==> config.mk <==
export PLATFORM = sky130hd
export DESIGN_NAME = trig_capture_fifo
export DESIGN_NICKNAME = d
export VERILOG_FILES = /design/src/rtl/trig_capture_fifo.sv
export SDC_FILE = /design/constraint.sdc
export NUM_CORES = 1
export LEC_CHECK = 0
export ABC_AREA = 0
export BUFFER_PORTS_ARGS = -buffer_cell sky130_fd_sc_hd__buf_4
export CAP_MARGIN = 20
export CORE_MARGIN = 2
export CORE_UTILIZATION = 57
export DETAILED_ROUTE_END_ITERATION = 8
export GPL_ROUTABILITY_DRIVEN = 0
export HOLD_SLACK_MARGIN = 0.06
export PLACE_DENSITY = 0.77
export RECOVER_POWER = 50
export SYNTH_ARGS = -nofsm -noshare
export SYNTH_HDL_FRONTEND = slang
export SYNTH_SLANG_ARGS = --single-unit
==> constraint.sdc <==
create_clock -name clk -period 6.23 [get_ports clk]
set_input_delay 0.623 -clock clk [delete_from_list [all_inputs] [get_ports clk]]
set_output_delay 0.623 -clock clk [all_outputs]
set_load 0.05 [all_outputs]
==> src/rtl/trig_capture_fifo.sv <==
// Trigger-tap capture FIFO: timestamps selected counter carry pulses and buffers them for a valid/ready consumer.
// Optional dropped-event counter is built when TRIG_CAPTURE_DROP_CNT_EN is defined.
module trig_capture_fifo #(
   parameter int WIDTH  = 8,
   parameter int DEPTH  = 8,
   parameter int DROP_W = 8
) (
   input  logic                       clk,
   input  logic                       rst,
   input  logic [WIDTH-1:0]           count,
   input  logic [WIDTH-1:0]           trig_in,
   input  logic [$clog2(WIDTH)-1:0]   tap_sel,
   input  logic                       arm,
   input  logic                       oneshot,
   output logic                       ev_valid,
   input  logic                       ev_ready,
   output logic [WIDTH-1:0]           ev_count,
   output logic [WIDTH-1:0]           ev_trig,
   output logic [$clog2(DEPTH):0]     level,
   output logic [1:0]                 state,
   output logic [DROP_W-1:0]          drop_cnt
);

   localparam int PTR_W = $clog2(DEPTH);
   localparam int LVL_W = PTR_W + 1;

   typedef enum logic [1:0] {
      IDLE  = 2'd0,
      ARMED = 2'd1,
      HOLD  = 2'd2
   } state_t;

   state_t               state_q;
   state_t               state_d;
   logic                 hit;
   logic                 cap;
   logic                 full;
   logic                 pop;
   logic                 push;
   logic [PTR_W-1:0]     wr_ptr;
   logic [PTR_W-1:0]     rd_ptr;
   logic [LVL_W-1:0]     level_q;
   logic [2*WIDTH-1:0]   mem [DEPTH];
   logic [2*WIDTH-1:0]   head;

   // An out-of-range tap index (possible for non power-of-two WIDTH) never hits.
   always_comb begin
      hit = 1'b0;
      if (int'(tap_sel) < WIDTH) begin
         hit = trig_in[tap_sel];
      end
   end

   assign cap  = hit && (state_q == ARMED);
   assign full = (level_q == LVL_W'(DEPTH));
   assign pop  = ev_valid && ev_ready;
   assign push = cap && (!full || pop);

   always_comb begin
      state_d = state_q;
      case (state_q)
         IDLE:    if (arm) state_d = ARMED;
         ARMED: begin
            if (!arm)                  state_d = IDLE;
            else if (cap && oneshot)   state_d = HOLD;
         end
         HOLD:    if (!arm) state_d = IDLE;
         default: state_d = IDLE;
      endcase
   end

   always_ff @(posedge clk or posedge rst) begin
      if (rst) begin
         state_q <= IDLE;
      end else begin
         state_q <= state_d;
      end
   end

   always_ff @(posedge clk or posedge rst) begin
      if (rst) begin
         wr_ptr  <= '0;
         rd_ptr  <= '0;
         level_q <= '0;
      end else begin
         if (push) wr_ptr <= wr_ptr + PTR_W'(1);
         if (pop)  rd_ptr <= rd_ptr + PTR_W'(1);
         if (push && !pop)      level_q <= level_q + LVL_W'(1);
         else if (pop && !push) level_q <= level_q - LVL_W'(1);
      end
   end

   // Storage is left unreset; empty-FIFO outputs are masked to zero instead.
   always_ff @(posedge clk) begin
      if (push) begin
         mem[wr_ptr] <= {count, trig_in};
      end
   end

   assign head     = mem[rd_ptr];
   assign ev_valid = (level_q != '0);
   assign ev_count = ev_valid ? head[2*WIDTH-1:WIDTH] : '0;
   assign ev_trig  = ev_valid ? head[WIDTH-1:0] : '0;
   assign level    = level_q;
   assign state    = state_q;

`ifdef TRIG_CAPTURE_DROP_CNT_EN
   logic              drop;
   logic [DROP_W-1:0] drop_q;

   assign drop = cap && full && !pop;

   always_ff @(posedge clk or posedge rst) begin
      if (rst) begin
         drop_q <= '0;
      end else if (drop && (drop_q != '1)) begin
         drop_q <= drop_q + DROP_W'(1);
      end
   end

   assign drop_cnt = drop_q;
`else
   assign drop_cnt = '0;
`endif

endmodule
Yosys cells after proc, flatten, opt, wreduce, memory -nomap -nowiden --
Memories as Yosys holds them, arrays and structs flattened. Cells that the tools add are included.
Operators by class: add/subtract/negate cells 4, magnitude comparators 1, equal/unequal tests 6, multiplexer cells 13, reductions and logical operators 14
Operator list (number):
- 8-bit two-way mux | 2
- 2-bit two-way mux | 4
- 4-bit two-way mux | 2
- 3-bit by 1-bit adder with 3-bit output, second input constant | 2
- 1-bit logical AND | 6
- 2-bit case mux with 3 select lines | 1
- 4-bit by 1-bit adder with 4-bit output, second input constant | 1
- 4-bit == test, second input constant | 1
- 3-bit by 4-bit less-than comparator with 1-bit output, second input constant | 1
- 2-bit != test, second input constant | 2
- 4-bit nonzero test | 1
- 4-bit by 1-bit subtractor with 4-bit output, second input constant | 1
- 1-bit binary-select mux with 3-bit select | 1
- 1-bit zero test | 3
- 1-bit two-way mux | 3
- 3-bit by 2-bit != test with 1-bit output, second input constant | 1
- 3-bit AND reduction | 1
- 2-bit by 1-bit == test with 1-bit output, second input constant | 1
- 2-bit == test, second input constant | 1
- 2-bit zero test | 1
- 2-bit nonzero test | 1
- 1-bit logical OR | 1
Word-level totals: bits in registers 12, RAM bits 128, input bits 24, output and inout port bits 31, logic and storage cells 43, memories kept 1
Memory list:
- mem | depth 8, bits a word 16, rd ports 1, clocked after memory_dff 0, write ports 1, RTL line 43 | logic [2*WIDTH-1:0] mem [DEPTH];

Depth between registers and ports, before layout --
Gate-level depths: netlist of run 1.
word-level depth 8, gate-level depth with buffers 13, gate-level depth less buffers 13

Worst setup path after synthesis of run 1 --
OpenSTA, ideal clock, no wires.
path kind input -> register, start in tap_sel[1], end mem mem[1][0] (netlist bit), enable pin, library setup time 0.409 ns, arrival time 2.607 ns, required time 5.821 ns, slack 3.214 ns, stages on the path 5, buffers on the path 0, path through mux2_2 -> o21ai_1 -> nor4_4 -> nand3_1 -> nor3_1
On the way: longest elaborated chain between the ends 6
RTL lines:
- from (decl) | RTL line 12 | input logic [$clog2(WIDTH)-1:0] tap_sel,
- 1-bit binary-select mux with 3-bit select | RTL line 50 | hit = trig_in[tap_sel];
- 1-bit two-way mux (implied by the code) | RTL line 50
- 1-bit logical AND | RTL line 54 | assign cap = hit && (state_q == ARMED);
- 1-bit logical AND | RTL line 57 | assign push = cap && (!full || pop);
- 1-bit two-way mux | RTL line 95 | if (push) begin
- 1-bit two-way mux (implied by the code) | RTL line 96 | mem[wr_ptr] <= {count, trig_in};
- to (decl) | RTL line 43
No other way between the ends. The select of a mux whose other input is x is not followed.

Final worst setup path of run 1 --
start reg level_q[0], in the netlist level[0], end reg level_q[3], in the netlist level[3]
On the way: longest elaborated chain between the ends 7, elaborated cells between the ends (all ways) 15, those cells by class add/sub (2); eq/ne (1); mux (2); reduce/logical (10)
RTL lines:
- from (decl) | RTL line 42 | logic [LVL_W-1:0] level_q;
- from (signal assigned) | RTL line 88 | if (push && !pop) level_q <= level_q + LVL_W'(1);
- from (signal assigned) | RTL line 89 | else if (pop && !push) level_q <= level_q - LVL_W'(1);
- parallel branches: the longest is 7 deep, another holds 4-bit by 1-bit subtractor with 4-bit output
Parallel ways; which one is timed is not known. The select of a mux whose other input is x is not followed. A chain may end at the register's enable or synchronous reset.

==> results of run 1 <==
-- through the flow --
stage	hold slack [ps]	cells	setup slack, ps	util, %
after global placement	515	460	3150	63.6
final	117	493	2630	68.9
after global routing	144	493	2450	68.9
after CTS	105	492	2710	69.9
after floorplan	483	293	3210	-
after detailed placement	516	460	2990	63.6
-- flip-flops by register name (all words and copies together), names as in the netlist --
name    count
rd_ptr      3
mem       128
state       2
wr_ptr      3
level       4
-- placed cells by master (no fill, tap or decap), drive strengths merged, types with 3 or more instances in the layout --
cell type	count
buf	32
bufinv	4
clkbuf	40
clkinv	4
clkinvlp	3
conb	8
dfrtp	12
edfxtp	128
ha	5
inv	7
mux2	5
mux2i	17
mux4	32
nand2	5
nand2b	5
nor2	24
nor4	3
xnor2	6
-- power by group through the flow --
stage | Clock (mW) | Combinational [mW] | Sequential (mW)
2_1_floorplan | 0 | 0.938 | 1.24
3_3_place_gp | 0 | 1.20 | 1.32
3_5_place_dp | 0 | 1.21 | 1.33
4_1_cts | 1.04 | 1.23 | 1.31
5_1_grt | 1.08 | 1.27 | 1.32
6_report | 1.03 | 1.20 | 1.30
-- logic make-up after synthesis --
logic type | share of synthesized area (%)
buffers and inverters | 2.14
and+or+nand+nor | 4.66
xor gates and xnor gates | 1.24
other | 0.0661
adders and majority gates | 1.46
DFF | 73.1
muxes | 16.7
AOI/OAI and AO/OA | 0.662
-- critical path: stages, from the launching register on --
cell,delay [ps]
dfrtp_1,460
nor4_1,1210
buf_8,270
inv_2,60
nand2_1,150
ha_1,210
inv_1,90
ha_1,280
a21o_1,180
a21oi_1,170
xnor2_1,170
nor2_1,90
xor2_1,140
-- cell usage after synthesis, drive strengths merged, types with 3 or more instances --
cell type | instances | share of area [%]
nand2 | 5 | 0.38
nor4 | 3 | 0.71
inv | 4 | 0.26
clkbuf | 5 | 0.33
edfxtp | 128 | 68
xnor2 | 6 | 0.93
buf | 14 | 1.5
mux2 | 5 | 0.99
nand2b | 5 | 0.55
ha | 5 | 1.1
mux2i | 17 | 3.0
dfrtp | 12 | 5.3
mux4 | 32 | 13
nor2 | 24 | 1.6
-- final cells by class --
class	instances	area, um2	area share [%]
Clock inverter	14	193	2.88
Tap cell	133	166	2.48
Sequential cell	140	4150	61.9
Clock buffer	18	418	6.24
Multi-Input combinational cell	130	1430	21.3
Timing Repair Buffer	54	334	4.99
Inverter	4	15.0	0.224
-- worst max-delay path by stage --
stage               startpoint         end  slack, ps  cells past startpoint
finish                level[0]    level[3]       2630                     12
global route          level[0]    level[3]       2450                     12
CTS                  rd_ptr[0]  ev_trig[0]       2710                      5
detailed placement    level[0]    level[3]       2990                     11
global placement      level[0]    level[3]       3150                     11
floorplan           tap_sel[1]   mem[1][0]       3210                      5
-- routing by layer --
| layer | part of all wire [%] | up-vias |
|---|---|---|
| met1 | 42 | 1512 |
| li1 | - | 1250 |
| met5 | 0 | - |
| met3 | 5.4 | 12 |
| met4 | 1.0 | 0 |
| met2 | 52 | 103 |
==> impl_metrics.toml, run 1 <==
[global_routing]
grt_pass1_vias = 3036
grt_pass1_wl_mm = 16.8
top_usage_layer = "met2"
use_met2_pct = 34.8
grt_start_max_net_pins = 35
grt_usage_pct = 21.4
grt-ovfl-total = 0
met3_usage_pct = 5.10
grtUsageMet1_pct = 28.0
antenna_found_initial = 0

[cts]
cts_inserted_buffers = 17
clk_path_buf_depth = 2
cts.htree.levels = 4
clk_latency_ps = 520
clk_pin_slew_ps = 60
post_cts_buffers = 0
cts_tree = "done"
cts-root-buf = "clkbuf_8"
hold_buffers = 0
cts_resized = 0
cts.sinks = 140

[drt]
drtIter0Drc = 168
drc = 0
ant_nets = 0
wirelength_mm = 10.7
viasPerCell = 5.84
drtPass1Iterations = 4
wl_per_cell_um = 21.7
vias = 2877

[cells_and_area]
num_antenna_cells = 0
layout-drive-gt1-share_pct = 29.2
finalInstanceArea_um2 = 6700
fill_cells = 655
nNetsFinal = 377
synthToLayoutAreaGrowth_pct = 18.2

[setup_path]
crit_arrival_ps = 4010
rr_endpoint = "level[3]"
r2r-start = "level[0]"
reg2reg_slack_ps = 2630
crit_required_ps = 6630
r2r_cells = 12
startpoint_type = "flop"
critPathMaxFanout = 13
endpoint_kind = "flop"
worstSetupPathType = "flop to flop"

[synth]
synth.avg_cell_area_um2 = 19.8
synthArstFlopShare_pct = 8.57
yosys_warnings = 0
synth-edff-count = 128
ys_seq_area_share_pct = 73.1
syn_inst = 286
ys_ff_latch = 140
synth.cell_area_um2 = 5670
synth_flop_cell = "edfxtp_1"
synthDistinctLibCells = 37

[pwr]
finalPower_mw = 3.53
p_leak_nw = 2.33
power_frac_seq_pct = 36.7
power.density_nw_per_um2 = 527
p_clk_share_pct = 29.2
swShare_pct = 36.1
p_int_mw = 2.26
switchingPower_mw = 1.27
ir_worst_vdd_v = 0.000283
combPwrFrac_pct = 34.1

[sta]
fmax_mhz = 278
tns_ps = 0
relSlewSlack_pct = 3.49
post-route-period-util_pct = 57.8
drv_slew = 0
hold_viol_final = 0
fin_crit_ps = 3600
clock-skew-final_ps = 7.92
final-setup-viol-count = 0
rsz0062_at_grt = "no"
worst_pin_slew_ps = 1430

[placement]
hpwlAfterDp_mm = 6.25
placed_area_um2 = 6190
io_buffers = 46

[job]
maxCapViolCount = 0

[die]
dieHeight_um = 104
start_util_pct = 58.3
ios = 55
dieArea_um2 = 10800
fp.dieW_um = 104
core-area_um2 = 9730
rows = 36

[status]
status = "finished clean"

[worst_hold_path]
min-delay-path-class = "input port to async pin"
Power figures use the tool's default switching activity.
==> run 2, diff against run 1 <==
Settings changed: CORE_UTILIZATION 57 to 53, PLACE_DENSITY 0.77 to 0.75.
Clock period 6.23 ns to 3.19 ns, I/O delays scaled along.
==> impl_metrics.toml, run 2 (synthesis gave the netlist of run 1 again) <==
[pwr]
p_int_mw = 4.11
swShare_pct = 36.7
p_leak_nw = 2.43
power_frac_seq_pct = 38.0
combPwrFrac_pct = 37.3
power.density_nw_per_um2 = 945
p_clk_share_pct = 24.6
ir_worst_vdd_v = 0.000545
switchingPower_mw = 2.39

[cts]
cts_inserted_buffers = 17
clk_pin_slew_ps = 60
cts.htree.levels = 4
clk_latency_ps = 520
cts_resized = 0
cts-root-buf = "clkbuf_8"
cts.sinks = 140
cts_tree = "done"
clk_path_buf_depth = 2

[drt]
ant_nets = 0
wirelength_mm = 10.3
drtIter0Drc = 227
viasPerCell = 5.50
vias = 2892
wl_per_cell_um = 19.6
drc = 0
drtPass1Iterations = 4

[status]
status = "finished clean"

[setup_path]
crit_arrival_ps = 3300
crit_family = "buffers and inverters"
endpoint_kind = "flop"
crit_slowest_cell = "dlygate4sd3_1"
critPathBufInv = 4
crit_path_cell_trace = "dlygate4sd3_1, clkbuf_1, mux2_2, o21ai_1, nor4_4, nand2_2, inv_1, ha_1, inv_1, ha_1, a21o_1, a21oi_1, xnor2_1, nor2_1, xor2_1"
reg2reg_slack_ps = 560
critPathMaxFanout = 9
crit_required_ps = 3590
r2r-start = "level[0]"
rr_endpoint = "level[3]"
startpoint_type = "input port"
worstSetupPathType = "input port to flop"
r2r_cells = 12
cpPeakStageDelay_ps = 530

[die]
ios = 55
dieArea_um2 = 11500
fp.dieW_um = 107
start_util_pct = 54.7
dieHeight_um = 107
rows = 37
core-area_um2 = 10400

[cells_and_area]
largest_reg_flops = 128
num_antenna_cells = 0
nNetsFinal = 407
layout-drive-gt1-share_pct = 29.2
regMostFlops = "mem"
synthToLayoutAreaGrowth_pct = 21.3
final_common_cell = "edfxtp_1"
fill_cells = 733
final_util_pct = 66.3
final_cell_mix = "128 x edfxtp_1, 45 x buf_4, 32 x mux4_2"

[global_routing]
grt-ovfl-total = 0
grt_pass1_vias = 2940
grt_usage_pct = 20.0
grt_pass1_wl_mm = 16.1
grt_start_max_net_pins = 35
antenna_found_initial = 0

[worst_hold_path]
hold-path-endpoint = "rd_ptr[2]"
hold_depth = 3
min-delay-path-class = "input port to flop"
hp-start = "ev_ready"

[sta]
tns_ps = 0
worst_hold_slack_ps = 90.3
drv_slew = 0
fin_crit_ps = 2900
worst_pin_slew_ps = 851
post-route-period-util_pct = 90.8
relSlewSlack_pct = 43.2
fmax_mhz = 345
rsz0062_at_grt = "no"
hold_viol_final = 0
clock-skew-final_ps = 12.4
final-setup-viol-count = 0

[placement]
hpwlAfterDp_mm = 6.30
io_buffers = 46

[job]
maxCapViolCount = 0
==> run 2: changes by cell type in the layout (fill, tap and decap cells not counted), moves of 2 or more <==
cell           previous run  this run
nor3_4                    2         0
nor3_2                    0         2
clkinv_2                  3         7
clkinv_1                  0         2
clkinvlp_4                3         0
dlygate4sd3_1             0        20
inv_6                     3         0
buf_4                    31        45
bufinv_16                 4         0
==> run 2: power by group through the flow <==
stage,sequential (mW),clock (mW),combinational [mW]
finish,2.47,1.60,2.43
detailed placement,2.53,0,2.47
CTS,2.49,1.63,2.49
global placement,2.51,0,2.43
global route,2.51,1.71,2.59
floorplan,2.42,0,1.83
==> run 2: per-stage QoR <==
step                      power, mW  instance area (um2)  worst slack, ps  instances
after CTS                      6.62                 6960              371        526
after detailed placement       4.99                 6270              362        474
final                          6.50                 6880              294        526
after floorplan                4.25                 5700              182        293
after global routing           6.81                 6880             72.5        526
after global placement         4.95                 6270              461        474
==> run 2: area by class of cell <==
class	count	area [um2]	share of cell area, %
multi-input combinational	130	1440	20.9
clock buffer	22	433	6.29
timing repair buffer	84	629	9.15
inverter	4	15.0	0.218
clock inverter	10	51.3	0.746
sequential	140	4150	60.3
tap	136	170	2.47
==> run 2: what timing repair did <==
action                    CTS  global route
hold endpoints to repair  142             0
buffers inserted            0             0
hold buffers               20             0
==> run 2: how the worst max path moves through the flow <==
stage               startpoint  slack [ps]  cells past startpoint  endpoint
floorplan             level[0]         180                     11  level[3]
global placement    trig_in[0]         460                     14  level[3]
CTS                 trig_in[0]         370                     15  level[3]
global route        trig_in[1]          70                     15  level[3]
finish              trig_in[1]         290                     15  level[3]
detailed placement  tap_sel[1]         360                     14  level[3]
==> run 2: per-layer routing <==
| layer | vias up | track usage [%] | share of wire [%] |
|---|---|---|---|
| met5 | - | 0 | 0 |
| met4 | 0 | 9.16 | 1.4 |
| met3 | 11 | 4.78 | 5.1 |
| met2 | 92 | 31.1 | 50 |
| met1 | 1481 | 27.1 | 43 |
| li1 | 1308 | - | - |
==> run 2: worst reg2reg max path, cell delays in order (launching register included) <==
cell and delay [ps]:
dfrtp_1 460, nor4_1 470, nor2_1 150, nand2_2 130, inv_1 50, ha_1 190
inv_1 120, ha_1 250, a21o_1 170, a21oi_1 170, xnor2_1 130, nor2_1 70
xor2_1 150
